File: src/rtl/n_dff_pipe.sv
// n_dff_pipe: DEPTH-stage elastic register pipeline, valid/ready at both ends,
// with bubble collapsing, synchronous flush and a registered-state occupancy count.
module n_dff_pipe #(
    parameter int unsigned       N_BITS    = 8,
    parameter int unsigned       DEPTH     = 4,
    parameter logic [N_BITS-1:0] RESET_VAL = '0
) (
    input  logic                       clk_i,
    input  logic                       reset_i,
    input  logic                       flush_i,
    input  logic                       valid_i,
    output logic                       ready_o,
    input  logic [N_BITS-1:0]          d_i,
    output logic                       valid_o,
    input  logic                       ready_i,
    output logic [N_BITS-1:0]          q_o,
    output logic [$clog2(DEPTH+1)-1:0] count_o
);

    localparam int unsigned CW = $clog2(DEPTH + 1);

    logic [DEPTH-1:0]  v;
    logic [DEPTH-1:0]  en;
    logic [DEPTH-1:0]  up_v;
    logic [N_BITS-1:0] data [DEPTH];
    logic [N_BITS-1:0] up_d [DEPTH];
    logic [CW-1:0]     count;

    // A stage may load when any stage at or downstream of it is empty, or the
    // consumer takes the head; accumulated from the output end backwards.
    always_comb begin
        logic pass;
        pass = ready_i;
        en   = '0;
        for (int unsigned i = 0; i < DEPTH; i++) begin
            pass              = pass | ~v[DEPTH-1-i];
            en[DEPTH-1-i]     = pass;
        end
    end

    always_comb begin
        up_v    = '0;
        up_d    = '{default: '0};
        up_v[0] = valid_i;
        up_d[0] = d_i;
        for (int unsigned i = 1; i < DEPTH; i++) begin
            up_v[i] = v[i-1];
            up_d[i] = data[i-1];
        end
    end

    // Flush overrides every load; data only captures words that stay valid.
    always_ff @(posedge clk_i or posedge reset_i) begin
        if (reset_i) begin
            v <= '0;
            for (int unsigned i = 0; i < DEPTH; i++) begin
                data[i] <= RESET_VAL;
            end
        end else begin
            for (int unsigned i = 0; i < DEPTH; i++) begin
                if (flush_i) begin
                    v[i] <= 1'b0;
                end else if (en[i]) begin
                    v[i] <= up_v[i];
                    if (up_v[i]) begin
                        data[i] <= up_d[i];
                    end
                end
            end
        end
    end

    always_comb begin
        count = '0;
        for (int unsigned i = 0; i < DEPTH; i++) begin
            count = count + CW'(v[i]);
        end
    end

    assign ready_o = en[0];
    assign valid_o = v[DEPTH-1];
    assign q_o     = data[DEPTH-1];
    assign count_o = count;

endmodule

File: config.mk
export PLATFORM = sky130hd
export DESIGN_NAME = n_dff_pipe
export DESIGN_NICKNAME = d
export VERILOG_FILES = /design/src/rtl/n_dff_pipe.sv
export SDC_FILE = /design/constraint.sdc
export NUM_CORES = 1
export LEC_CHECK = 0
export ABC_AREA = 1
export CAP_MARGIN = 5
export CORE_MARGIN = 2
export CORE_UTILIZATION = 57
export CTS_CLUSTER_SIZE = 20
export DETAILED_ROUTE_END_ITERATION = 7
export PLACE_DENSITY_LB_ADDON = 0.2
export SLEW_MARGIN = 20
export SYNTH_ARGS = -nofsm -noshare
export SYNTH_HDL_FRONTEND = slang
export SYNTH_SLANG_ARGS = --single-unit
File: constraint.sdc
create_clock -name clk_i -period 3 [get_ports clk_i]
set_clock_uncertainty 0.15 [all_clocks]
set_input_delay 0.6 -clock clk_i [delete_from_list [all_inputs] [get_ports clk_i]]
set_output_delay 0.6 -clock clk_i [all_outputs]
set_load 0.05 [all_outputs]
-- Yosys cells after proc, flatten, opt, wreduce, memory -nomap -nowiden
Cells that the tools add are included.
- flip-flop bits (word level): 36
- bits in latches: 0
- bits in writable memories: 0
- bits in read-only memories: 0
- input port bits: 13
- output and inout bits: 13
- logic and storage cells: 36
- memories kept: 0
- add/subtract/negate cells: 3
- $mul: 0
- div/mod/pow operators: 0
- $lt $le $gt $ge: 0
- equal/unequal tests: 0
- shifts and indexed selects: 0
- muxes and demuxes: 8
- bitwise gates (word level): 9
- reductions and logical operators: 8
- operators by type and width (kind ; count):
    $reduce_and 3->1 ; 4
    $mux 1 ; 8
    $reduce_bool 2->1 ; 4
    $not 1->1 ; 5
    $or 1x1->1 ; 4
    $add 2x1->3 ; 1
    $add 3x1->3 ; 1
    $add 1x1->2 ; 1

-- Longest topological paths before layout
- depth after elaboration: 7
- depth in mapped cells: 7
- gate-level depth less buffers: 6

-- Worst setup path after synthesis
No wires, ideal clock.
- kind: flip-flop to output port
- start: reg v[3]
- end: out count_o[1]
- arrival: 2.023 ns
- required time: 2.250 ns
- slack: 0.227 ns
- cell stages (with the launch flop): 6
- buffers on the path: 0
- path through: dfrtp_1 inv_2 fa_1 inv_1 ha_1 ha_1
- longest elaborated chain between the ends: 1
- RTL lines (element ; RTL line ; text):
    start: declaration ; 22 ; logic [DEPTH-1:0] v;
    start signal: indexed assignment ; 64 ; v[i] <= up_v[i];
    $add 3x1->3 ; 76 ; count = count + CW'(v[i]);
    end: declaration ; 17 ; output logic [$clog2(DEPTH+1)-1:0] count_o
No other way between the ends.

-- Worst setup path after layout
- start: reg v[1]
- end: out count_o[1]
- longest elaborated chain between the ends: 3
- RTL lines (element ; RTL line):
    $add 1x1->2 ; 76
    $add 2x1->3 ; 76
    $add 3x1->3 ; 76
No other way between the ends.

==> qor.txt <==
I/O pins: 26
Max transition margin: 0.670
port bufs: 25
Detail Placement HPWL: 1770 um
Post-Syn Instances: 170
remaining global-route overflow: 0
Critical Path RT: 2.25 ns
Cell variety after synth: 18
Worst path slowest cell: dfrtp_1
Yosys warnings: 0
worst path arrival time: 2.13 ns
status: finished with violations
final-layout fill cell count: 235
Final min period: 2.88 ns
Yosys top cell area share: 0.529
largest fanout on the critical path: 4
initial antenna violation count: 0
Sequential Area: 901 um2
layout cell share with drive strength beyond 1: 0.238
ys async rst share: 1.00
drt drc: 4
multi-input logic area: 594 um2
vias in the first global route: 1079
Die W: 58.7 um
Min-Delay Path Class: reg2reg
Layout area overhead: 14.8%
mean post-synth cell area: 10.0 um2
failing checks: design-rule violations
Clk Tree Root Cell: clkbuf_4
Total GRT Usage: 0.173
TNS Setup: 0 ns
core area: 2810 um2
Final Max Slew Viols: 0
Die H: 58.7 um
post-synthesis sequential area ratio: 0.529
synthesized cell area: 1700 um2
Synth area leader: dfrtp_1
Clock transition at path regs: 0.10 ns
detailed-route via count: 1100
largest net degree at the start of global routing: 37
Worst path max stage delay: 0.50 ns
Total Die Area: 3440 um2
H-tree lvl count: 2
diode count: 0
Fin. Hold Viols: 0
wirelength, routed: 2370 um
Tcrit/Tclk final: 0.959
ANT nets after route: 0
# nets final: 208
#FFs+latches synth: 36
critical path cell sequence: inv_1 -> fa_1 -> inv_1 -> ha_1 -> ha_1 -> buf_12
Post-CTS Hold Buffers: 0
Top FF cell, synth: dfrtp_1
Fmax achieved: 0.348 GHz
TritonCTS clock tree: yes
Least-Margin Pin Slew: 0.494 ns
Lkg Pwr: 0.950 nW
Avg WL per Cell: 10.6 um
Resize count post-CTS: 0
row cnt: 19
Initial DRT Pass Iterations: 6
max-cap viol count: 0
# setup viols final: 0
fin area: 1950 um2
Synth area leaders: dfrtp_1 53%, nand2_1 9.9%, o21ai_2 8.2%
Syn Nets: 186
first-pass GRT wire length: 4580 um
Max rail drop VDD: 0.000352 V
RD Place Congestion: 0.729
number of flops mapped to enable cells by yosys: 0
Final Non-Filler Cells: 224
pre-CTS WS: 0.498 ns
WS Path Type: reg2out
r2r worst-path depth: 7
Initial Util: 0.607
dpl cells: 216
total CTS buffers: 5
buffer depth of the longest clock path: 2
Post-DP Area: 1900 um2
setup bufs post-CTS: 0
count leader, synth: nand2_1
RSZ-0062 raised after global routing: false
DRT iter0 DRCs: 37
CP Capture Type: output port
most common library cells after synthesis: 45 x nand2_1, 36 x dfrtp_1, 21 x inv_1, 16 x nand3_1, 16 x o21ai_2
Hold Path Depth: 2
CP Launch Type: flop
post-DR vias/cell: 4.91
Power Density: 604 nW/um2
final worst slack: 0.124 ns
Design Power: 1.18 mW
clk sinks: 36
later-pin clock latency in the skew report: 0.33 ns
[per-stage QoR]
| stage | hold slack, ns | utilization |
|---|---|---|
| floorplan | 0.292 | - |
| global placement | 0.304 | 0.676 |
| detailed placement | 0.310 | 0.676 |
| CTS | 0.334 | 0.697 |
| global route | 0.364 | 0.697 |
| finish | 0.331 | 0.697 |
[cell families (layout without fill, tap and decap cells)]
family | after synthesis | count (layout) | share of synthesized area
and+or+nand+nor | 74 | 74 | 0.226
adders and majority gates | 3 | 3 | 0.0264
DFF | 36 | 36 | 0.529
buffers and inverters | 37 | 60 | 0.122
AOI/OAI and AO/OA | 20 | 20 | 0.0962
[worst paths after layout]
path	start	endpoint	slack, ns
max	v[1]$_DFFE_PP0P_	count_o[1]	0.12
min	data[28]$_DFFE_PP0P_	data[28]$_DFFE_PP0P_	0.33
max reg2reg	v[3]$_DFFE_PP0P_	data[24]$_DFFE_PP0P_	1.55
min reg2reg	data[28]$_DFFE_PP0P_	data[28]$_DFFE_PP0P_	0.33
max in group asynchronous	reset_i	data[25]$_DFFE_PP0P_	1.87
min in group asynchronous	reset_i	data[18]$_DFFE_PP0P_	0.52
[cell usage in the layout, fill, tap and decap left out, types with 4 or more instances in the layout]
cell type,instances
clkbuf_4,5
nand2_1,45
o21ai_2,16
nand2_2,6
dfrtp_1,36
inv_2,4
clkdlybuf4s50_1,21
inv_1,21
nand3_1,16
buf_4,5
[power breakdown]
part           leakage [nW]  switching, mW  total [mW]  internal, mW
logic                 0.449          0.191       0.306         0.115
clock network        0.0326          0.147       0.262         0.116
registers             0.469         0.0456       0.613         0.567
total                 0.950          0.383        1.18         0.798
[registers in the layout, indices dropped and copies added, names as in the netlist]
| signal | count |
|---|---|
| v | 4 |
| q_o | 8 |
| data | 24 |
[worst max-delay path: cells and delay by family, from the launching register on]
family	cells	cell delay, ns
buffers and inverters	3	0.31
adders and majority gates	3	0.99
DFF	1	0.50
[layout make-up]
class                           count  area share
Sequential cell                    36       0.461
Multi-Input combinational cell     97       0.304
Timing Repair Buffer               27       0.137
Inverter                           25      0.0480
Clock buffer                        8      0.0301
Tap cell                           31      0.0198
[layer usage]
layer  GRT usage  share of wire
met5           0              0
met4      0.0584          0.013
met3      0.0396          0.047
met2       0.284           0.48
met1       0.229           0.46
(Power assumes the default switching activity.)
